**src/rtl/sram_access_ctrl.sv**
```systemverilog
// Per-access SRAM sequencer: precharge -> wordline -> sense or write-drive -> one-cycle response.
// Read latency PRE+WL+SAE+1, write latency PRE+WR+1; req_ready is high only while idle.
module sram_access_ctrl #(
  parameter  int COLS    = 16,
  parameter  int ROWS    = 16,
  parameter  int PRE_CYC = 2,
  parameter  int WL_CYC  = 2,
  parameter  int SAE_CYC = 1,
  parameter  int WR_CYC  = 2,
  localparam int ADDR_W  = $clog2(ROWS)
) (
  input  logic              clk,
  input  logic              rst,
  input  logic              req_valid,
  output logic              req_ready,
  input  logic              req_we,
  input  logic [ADDR_W-1:0] req_addr,
  input  logic [COLS-1:0]   req_wdata,
  output logic              rsp_valid,
  output logic              rsp_err,
  output logic [COLS-1:0]   rsp_rdata,
  output logic              pre_en,
  output logic [ROWS-1:0]   wl,
  output logic              sae,
  output logic              wdrv_en,
  output logic [COLS-1:0]   wdata_col,
  input  logic [COLS-1:0]   preout
);

  localparam int MAX_AB  = (PRE_CYC > WL_CYC) ? PRE_CYC : WL_CYC;
  localparam int MAX_CD  = (SAE_CYC > WR_CYC) ? SAE_CYC : WR_CYC;
  localparam int MAX_CYC = (MAX_AB > MAX_CD) ? MAX_AB : MAX_CD;
  localparam int CNT_W   = $clog2(MAX_CYC + 1);

  localparam logic [CNT_W-1:0] PRE_LD = CNT_W'(PRE_CYC - 1);
  localparam logic [CNT_W-1:0] WL_LD  = CNT_W'(WL_CYC - 1);
  localparam logic [CNT_W-1:0] SAE_LD = CNT_W'(SAE_CYC - 1);
  localparam logic [CNT_W-1:0] WR_LD  = CNT_W'(WR_CYC - 1);

  typedef enum logic [2:0] {
    S_IDLE,
    S_PRE,
    S_WL,
    S_SENSE,
    S_WRITE,
    S_RESP
  } state_t;

  state_t            r_state;
  state_t            w_state_nxt;
  logic [CNT_W-1:0]  r_cnt;
  logic [CNT_W-1:0]  w_cnt_nxt;
  logic              r_we;
  logic              r_err;
  logic [ADDR_W-1:0] r_addr;
  logic              w_accept;
  logic              w_last;
  logic              w_oob;
  logic              w_wl_on;
  logic [ROWS-1:0]   w_wl_dec;

  assign w_accept = req_valid && (r_state == S_IDLE);
  assign w_last   = (r_cnt == '0);
  assign w_oob    = (32'(req_addr) >= 32'(ROWS));

  // Phase counter holds remaining cycles minus one; every state change reloads it.
  always_comb begin
    w_state_nxt = r_state;
    w_cnt_nxt   = r_cnt - CNT_W'(1);
    case (r_state)
      S_IDLE: begin
        w_cnt_nxt = PRE_LD;
        if (w_accept) w_state_nxt = S_PRE;
      end
      S_PRE: begin
        if (w_last) begin
          w_state_nxt = r_we ? S_WRITE : S_WL;
          w_cnt_nxt   = r_we ? WR_LD : WL_LD;
        end
      end
      S_WL: begin
        if (w_last) begin
          w_state_nxt = S_SENSE;
          w_cnt_nxt   = SAE_LD;
        end
      end
      S_SENSE, S_WRITE: begin
        if (w_last) begin
          w_state_nxt = S_RESP;
          w_cnt_nxt   = '0;
        end
      end
      S_RESP: begin
        w_state_nxt = S_IDLE;
        w_cnt_nxt   = PRE_LD;
      end
      default: begin
        w_state_nxt = S_IDLE;
        w_cnt_nxt   = PRE_LD;
      end
    endcase
  end

  // Out-of-range rows decode to no wordline at all.
  always_comb begin
    w_wl_dec = '0;
    for (int i = 0; i < ROWS; i++) begin
      w_wl_dec[i] = !r_err && (r_addr == ADDR_W'(i));
    end
  end

  assign w_wl_on = (w_state_nxt == S_WL) || (w_state_nxt == S_SENSE) || (w_state_nxt == S_WRITE);

  // Controls are registered from the next state so each is high exactly while its state is held.
  always_ff @(posedge clk) begin
    if (rst) begin
      r_state   <= S_IDLE;
      r_cnt     <= PRE_LD;
      r_we      <= 1'b0;
      r_err     <= 1'b0;
      r_addr    <= '0;
      req_ready <= 1'b1;
      pre_en    <= 1'b0;
      wl        <= '0;
      sae       <= 1'b0;
      wdrv_en   <= 1'b0;
      rsp_valid <= 1'b0;
      rsp_err   <= 1'b0;
      rsp_rdata <= '0;
      wdata_col <= '0;
    end else begin
      r_state   <= w_state_nxt;
      r_cnt     <= w_cnt_nxt;
      if (w_accept) begin
        r_we      <= req_we;
        r_addr    <= req_addr;
        r_err     <= w_oob;
        wdata_col <= req_wdata;
      end
      req_ready <= (w_state_nxt == S_IDLE);
      pre_en    <= (w_state_nxt == S_PRE);
      sae       <= (w_state_nxt == S_SENSE);
      wdrv_en   <= (w_state_nxt == S_WRITE);
      wl        <= w_wl_on ? w_wl_dec : '0;
      rsp_valid <= (w_state_nxt == S_RESP);
      rsp_err   <= (w_state_nxt == S_RESP) && r_err;
      if ((r_state == S_SENSE) && w_last) rsp_rdata <= preout;
    end
  end

endmodule

```
**config.mk**
```make
export PLATFORM = sky130hd
export DESIGN_NAME = sram_access_ctrl
export DESIGN_NICKNAME = d
export VERILOG_FILES = /design/src/rtl/sram_access_ctrl.sv
export SDC_FILE = /design/constraint.sdc
export NUM_CORES = 1
export LEC_CHECK = 0
export CAP_MARGIN = 10
export CORE_MARGIN = 10
export CORE_UTILIZATION = 42
export DETAILED_ROUTE_END_ITERATION = 12
export PLACE_DENSITY_LB_ADDON = 0.25
export SLEW_MARGIN = 20
export SYNTH_ARGS = -nofsm -noshare
export SYNTH_HDL_FRONTEND = slang
export SYNTH_SLANG_ARGS = --single-unit
```
**constraint.sdc**
```tcl
create_clock -name clk -period 1.8 [get_ports clk]
set_input_delay 0.36 -clock clk [delete_from_list [all_inputs] [get_ports clk]]
set_output_delay 0.36 -clock clk [all_outputs]
set_load 0.05 [all_outputs]
```
==> reports/metrics.yaml <==
detailed_routing:
  top_layer: "met4"
  drt_drc_violations_left: 0
  first_pass_iters: 4
  m1WireLength_um: 2530
  routed_wl_um: 6000
  dr_wl_met3_um: 749
  drtAntennaViolNets: 0
  drtIter0Drc: 146
  wl_met2_um: 2670
  wl_per_cell_um: 13.7
  vias_per_cell: 4.74
  vias: 2074
cts:
  postCtsHoldBufs: 0
  path_clk_slew_ns: 0.06
  numClockSinks: 63
  postCtsSetupRepairBufs: 0
  cts_root_buf: "clkbuf_8"
  cts_tree: "done"
  clk_latency_ns: 0.33
  h-tree-depth: 3
  cts_buffer_depth: 2
  cts_buffers: 9
  post_cts_resized: 0
power_and_ir_drop:
  power_uw: 3000
  ir_drop_v: 0.000457
  powerDensity_nw_per_um2: 919
  p_leak_uw: 0.00133
run:
  max-cap-violations: 0
worst_setup_path:
  worstSetupEndpointType: "register"
  startpoint_type: "register"
  max_stage_delay_ns: 0.51
  slowest_stage: "dfxtp_1"
  cp_max_fo: 10
  critPathArrivalTime_ns: 1.80
  critical_path_class: "reg -> reg"
  required_ns: 2.00
  path_cells: "buf_4 -> nand2b_1 -> o21ai_1 -> a22oi_1 -> nor2_1"
place:
  placedCellCount: 423
  pre_cts_ws_ns: 0.116
  globalplace.congestion: 0.813
  port-buffer-count: 92
  dp_hpwl_um: 4440
die:
  rows: 26
  die_x_um: 92.8
  die_area_um2: 8610
  design.core.area_um2: 5110
  ioPinCount: 94
  start_util_pct: 43.6
  fp.dieH_um: 92.8
hold_path:
  hold_class: "reg -> reg"
finish:
  nFillCells: 462
  layout_commonest_cell: "nand2_1"
  diodes: 0
  layout.cells.non_filler: 438
  mostFrequentLayoutCells: "83 x nand2_1, 63 x dfxtp_1, 62 x buf_4, 39 x a21oi_1, 39 x clkdlybuf4s50_1"
  drive_gt1_share_pct: 21.2
  syn_to_final_growth_pct: 46.7
  multiInputGateArea_um2: 876
  seq_area_um2: 1260
  nets: 404
logic_synthesis:
  syn_area_per_cell_um2: 8.27
  yosysUniqueCellTypes: 31
  syn-cell-area_um2: 2220
  synth_top_family_by_area: "simple AND/OR/NAND/NOR gates"
  synth-seq-cells: 63
  synthMuxAreaShare_pct: 0.450
  synthCells: 269
  synth_compound_area_share_pct: 12.9
  syn_nets: 309
  synth_xor_area_share_pct: 0
  synth_fa_ha_area_share_pct: 0
  ys_seq_area_share_pct: 56.7
  ys_warn_count: 0
  synth-simple-area-share_pct: 25.9
timing:
  finalSetupViolations: 0
  maxSlewViolCount: 0
  period_needed_ns: 1.59
  rsz0062_at_grt: "false"
  fin_ws_ns: 0.208
  clock.fmax_ghz: 0.628
  fin_setup_tns_ns: 0
  hold_violations: 0
  fin_hold_ws_ns: 0.454
  fin_skew_ns: 0.00581
  min_period_over_period_pct: 88.4
global_routing:
  grt_overflow: 0
  grt_max_degree: 22
  grt_pass1_wl_um: 9680
  antenna_found_initial: 0
  grt_usage_pct: 13.8
  grt_pass1_vias: 1988
outcome:
  status: "completed"
==> cell usage after synthesis <==
cell	count	area share (%)
mux2i_1	1	0.45
nor3b_1	1	0.34
o21ai_1	2	0.45
dfxtp_1	63	57
buf_4	2	0.67
a22oi_1	4	1.3
a21oi_1	39	8.8
nand2_1	83	14
o31ai_1	1	0.34
nor4b_2	1	0.67
conb_1	1	0.17
buf_1	2	0.34
a311oi_2	1	0.67
nor2b_1	2	0.56
o21bai_1	1	0.34
and2_1	3	0.84
nand3b_1	1	0.34
nor4b_1	1	0.39
or3b_1	1	0.39
or4_1	1	0.34
nor3_1	4	0.90
or3_1	2	0.56
o21ai_0	1	0.22
clkbuf_1	6	1.0
a21oi_2	1	0.39
a211oi_1	1	0.34
nor2b_2	1	0.39
nor2_1	28	4.7
nand2b_1	5	1.4
inv_1	2	0.34
buf_2	7	1.6
==> power breakdown <==
group          switching [uW]  total [uW]  internal, uW
clock network             487        1090           608
registers                31.1        1470          1440
logic                     259         435           176
total                     777        3000          2220
==> worst max-delay path, delay by kind of cell, from the launching register on <==
family / cells / cell delay, ns
AO/OA/AOI/OAI: 2 / 0.53
flip-flops: 1 / 0.51
buffers and inverters: 1 / 0.24
AND/OR/NAND/NOR: 2 / 0.19
==> flip-flops by register name, indices dropped and copies added (netlist names) <==
signal	count
rsp_rdata	16
rsp_valid	1
pre_en	1
wdrv_en	1
wl	16
r_state	3
r_we	1
req_ready	1
r_addr	4
r_cnt	2
wdata_col	16
sae	1
==> worst paths after layout <==
path | startpoint | to | slack, ns | cells past startpoint
min reg2reg | rsp_rdata[2]$_SDFFE_PP0P_ | rsp_rdata[2]$_SDFFE_PP0P_ | 0.45 | 2
min | rsp_rdata[2]$_SDFFE_PP0P_ | rsp_rdata[2]$_SDFFE_PP0P_ | 0.45 | 2
max | r_state[2]$_SDFF_PP0_ | wl[9]$_SDFF_PP0_ | 0.21 | 5
max reg2reg | r_state[2]$_SDFF_PP0_ | wl[9]$_SDFF_PP0_ | 0.21 | 5
==> final cells by class <==
type                    instances  share of cell area [%]
repair buffers                101                    26.2
clock buffers                  15                    5.40
well taps                      70                    2.68
flip-flops and latches         63                    38.6
inverters                       2                   0.230
multi-input cells             187                    26.8
==> metal layers <==
layer  global-route usage (%)  vias up
li1                         -     1062
met1                     15.8      928
met2                     20.4       77
met3                     8.56        7
met4                     5.01        0
met5                        0        -
==> per-stage QoR <==
step,util [%],cell area [um^2]
CTS,63.9,3260
floorplan,-,2220
finish,63.9,3260
global placement,60.5,3090
global route,63.9,3260
detailed placement,60.5,3090
==> kinds of logic (layout without fill, tap and decap cells) <==
group / Yosys count / in the layout
compound gates: 51 / 51
buf+inv: 19 / 118
flops: 63 / 63
mux: 1 / 1
other cells: 1 / 1
simple gates: 134 / 134
(Power assumes the default switching activity.)
==> patch 1: new RTL, same flow settings <==
The 6 states of `state_t` get a one-hot encoding in 6 bits.
--- a/src/rtl/sram_access_ctrl.sv
+++ b/src/rtl/sram_access_ctrl.sv
@@ -39,9 +39,9 @@
 
-  typedef enum logic [2:0] {
-    S_IDLE,
-    S_PRE,
-    S_WL,
-    S_SENSE,
-    S_WRITE,
-    S_RESP
+  typedef enum logic [5:0] {
+    S_IDLE  = 6'b000001,
+    S_PRE   = 6'b000010,
+    S_WL    = 6'b000100,
+    S_SENSE = 6'b001000,
+    S_WRITE = 6'b010000,
+    S_RESP  = 6'b100000
   } state_t;
Check against the original RTL: same outputs for any inputs over 10 cycles, from zero or initial values and one cycle with rst high; not proved beyond that.
==> patch 1 against the unedited design <==
Wire length up 7.4%; final area up 9.4%; sequential power rose by 4%; fmax decreased by 0.78%; total power grew 3.1%; setup slack lost 0.013 ns; critical endpoint is now r_cnt[0]$_SDFF_PP1_; highest routed layer unchanged; largest power group unchanged; sequential cell count grew 3; area after synthesis rose by 14%.
==> patch 1: results <==
metrics = {
    "logic_synthesis": {
        "synth_commonest_cells": "82 x nand2_1, 66 x dfxtp_1, 41 x a21oi_1, 10 x nor2_1",
        "synth-compound-area-share_pct": 11.1,
        "synthTopCellsByArea": "dfxtp_1 52%, nand2_1 12%, a21oi_1 8.1%",
        "yosys.area_share.xor_xnor_pct": 0.688,
        "synth_mux_area_share_pct": 0.442,
        "ys_types": 40,
        "syn_inst": 283,
    },
    "place": {
        "place_congestion": 0.781,
        "placed_area_um2": 3390,
        "dp.cells": 441,
        "dp_slack_ns": 0.116,
        "dp_hpwl_um": 4860,
    },
    "route": {
        "wl_um": 6450,
        "vias_per_cell": 4.86,
        "dr_wl_met2_um": 3040,
        "drt_iter0_markers": 93,
        "wire_per_inst_um": 14.1,
    },
    "timing": {
        "whs_ns": 0.426,
        "worst_slack_ns": 0.196,
    },
    "final_layout": {
        "drive_gt1_share_pct": 26.4,
        "final_net_count": 417,
    },
    "setup_path": {
        "crit_fanout": 11,
        "reg2reg_depth": 4,
        "cp-endpoint": "r_cnt[0]$_SDFF_PP1_",
    },
    "pwr": {
        "power_switching_uw": 790,
        "pwr.group.combinational_uw": 391,
        "vdd_ir_drop_max_mv": 0.513,
        "internal-power_mw": 2.30,
    },
    "worst_hold_path": {
        "hold_start": "rst",
        "min_to": "sae$_SDFF_PP0_",
        "holdCritPathClass": "in -> reg",
    },
    "outcome": {
        "status": "completed",
    },
}
[patch 1: changes by cell type after synthesis, moves of 3 or more]
cell      unedited run  this run
dfxtp_1             63        66
and3_1               0         3
o21ai_0              1         4
nor4_1               0         4
nor3b_2              0         4
nand3_1              0         6
buf_6                0         3
nor2_1              28        10
nor3b_1              1         6
nor3_2               0         6
nand2b_1             5         2
a22oi_1              4         1
[patch 1: layout make-up]
class / instances / area [µm²]
clock buffers: 10 / 128
clock inverters: 6 / 57.6
fillers: 559 / 2310
multi-input cells: 197 / 1090
flip-flops and latches: 66 / 1320
well taps: 75 / 93.8
repair buffers: 103 / 878
[patch 1: critical path, stage by stage, from the launching register on]
cell	delay, ns
dfxtp_1	0.63
nor4b_2	0.34
nor2_1	0.07
a211oi_1	0.29
o21ai_0	0.14
[patch 1: per-layer routing]
metal	vias up	track usage (%)
met1	996	13.8
met5	-	0
li1	1135	-
met3	10	6.69
met2	78	19.9
met4	0	7.61
==> patch 2: new RTL, same settings <==
Without the edit above. Change the parameter `COLS` from 16 to 17.
--- a/src/rtl/sram_access_ctrl.sv
+++ b/src/rtl/sram_access_ctrl.sv
@@ -3,3 +3,3 @@
 module sram_access_ctrl #(
-  parameter  int COLS    = 16,
+  parameter  int COLS    = 17,
   parameter  int ROWS    = 16,
Interface: changed (resized preout, req_wdata, rsp_rdata and wdata_col); port bits go from 94 to 98. No check against the original RTL was run, so the function may have changed too.
==> patch 2 against the unedited design <==
Setup slack got worse by 0.040 ns; highest routed layer unchanged; final area increased by 5.7%; sequential cell count increased by 2; area after synthesis increased by 4.1%; wire length increased by 5.4%; clock skew increased by 0.0037 ns; first-iteration DRC count decreased by 19%; total power increased by 10%; synthesized cell count increased by 1.9%; core utilization increased by 2.0 points.
==> patch 2: results <==
metrics = {
    "final_layout": {
        "fillers": 470,
        "drive_gt1_share_pct": 24.3,
        "largestRegisters": "rsp_rdata (17), wdata_col (17), wl (16)",
        "final_net_count": 415,
    },
    "pwr": {
        "p_leak_nw": 1.41,
        "internal-power_mw": 2.45,
        "vdd_ir_drop_max_mv": 0.697,
    },
    "global_routing": {
        "grt_pass1_wl_um": 10200,
        "grt.total_usage_pct": 14.5,
        "first_global_vias": 2152,
        "grt_max_degree": 18,
    },
    "logic_synthesis": {
        "synth_mux_area_share_pct": 1.30,
        "synth_commonest_cells": "84 x nand2_1, 65 x dfxtp_1, 41 x a21oi_1, 15 x nor2_1, 12 x clkbuf_1",
        "synthesis.nets": 316,
        "synthTopCellsByArea": "dfxtp_1 56%, nand2_1 14%, a21oi_1 8.9%",
        "synth-compound-area-share_pct": 13.0,
        "syn_inst": 274,
        "seq_area_frac_synth_pct": 56.2,
        "ys_types": 34,
    },
    "place": {
        "dp_slack_ns": 0.149,
        "placed_area_um2": 3230,
        "portBuffers": 96,
        "dp.cells": 432,
        "dp_hpwl_um": 4710,
        "place_congestion": 0.832,
    },
    "route": {
        "wire_per_inst_um": 14.1,
        "wl_um": 6330,
        "drt_iter0_markers": 118,
        "vias_per_cell": 4.70,
    },
    "clocking": {
        "root_buffer": "clkbuf_8",
        "cts_resized": 0,
    },
    "worst_hold_path": {
        "holdCritPathClass": "in -> reg",
    },
    "timing": {
        "finClkSkew_ns": 0.00951,
        "whs_ns": 0.402,
        "fin_crit_sh_pct": 90.6,
    },
    "setup_path": {
        "rrSetupSlack_ns": 0.17,
        "cp.arrival_ns": 1.89,
        "critPathMaxStageDelay_ns": 0.53,
        "reg2reg_depth": 4,
        "crit_slowest_cell": "or3b_1",
        "crit_fanout": 8,
    },
    "outcome": {
        "status": "completed",
    },
}
==> patch 2: cell count changes after synthesis, moves of 3 or more <==
cell / unedited run / this run
nor3_1: 4 / 10
buf_2: 7 / 3
nor2_1: 28 / 15
clkbuf_1: 6 / 12
a22oi_1: 4 / 1
==> patch 2: path summary, 6_finish.rpt <==
path	to	from
min	wdata_col[6]$_SDFFE_PP0P_	rst
max	wl[14]$_SDFF_PP0_	r_state[0]$_SDFF_PP0_
min reg2reg	wdata_col[5]$_SDFFE_PP0P_	wdata_col[5]$_SDFFE_PP0P_
max reg2reg	wl[14]$_SDFF_PP0_	r_state[0]$_SDFF_PP0_
==> patch 2: power groups by stage <==
stage | clock [mW] | combinational, mW | sequential, mW
finish | 1.34 | 0.450 | 1.52
global route | 1.44 | 0.486 | 1.53
CTS | 1.37 | 0.453 | 1.52
detailed placement | 0 | 0.451 | 1.56
global placement | 0 | 0.447 | 1.55
floorplan | 0 | 0.161 | 1.65
==> patch 2: logic make-up after synthesis <==
group           Yosys count
flops                    65
other cells               1
compound gates           52
buf+inv                  22
simple gates            131
mux                       3
==> patch 2: worst max-delay path, delay by kind of cell (launching register included) <==
kind	cells	cell delay, ns
simple gates	2	0.74
compound gates	2	0.40
flops	1	0.42
==> patch 2: routing by layer <==
layer  track usage [%]  vias to the layer above  routed length (µm)
met5                 0                        -                   0
met4              7.22                        0                 129
met3              8.23                       13                 700
met2              22.7                       72                2960
met1              15.2                      924                2540
li1                  -                     1098                   -
==> patch 2: layout make-up <==
cell class	count	area [µm²]	share of cell area, %
clock buffers	9	124	3.59
inverters	2	7.51	0.218
well taps	70	87.6	2.54
repair buffers	108	921	26.7
flip-flops and latches	65	1300	37.7
clock inverters	7	95.1	2.76
multi-input cells	187	915	26.5
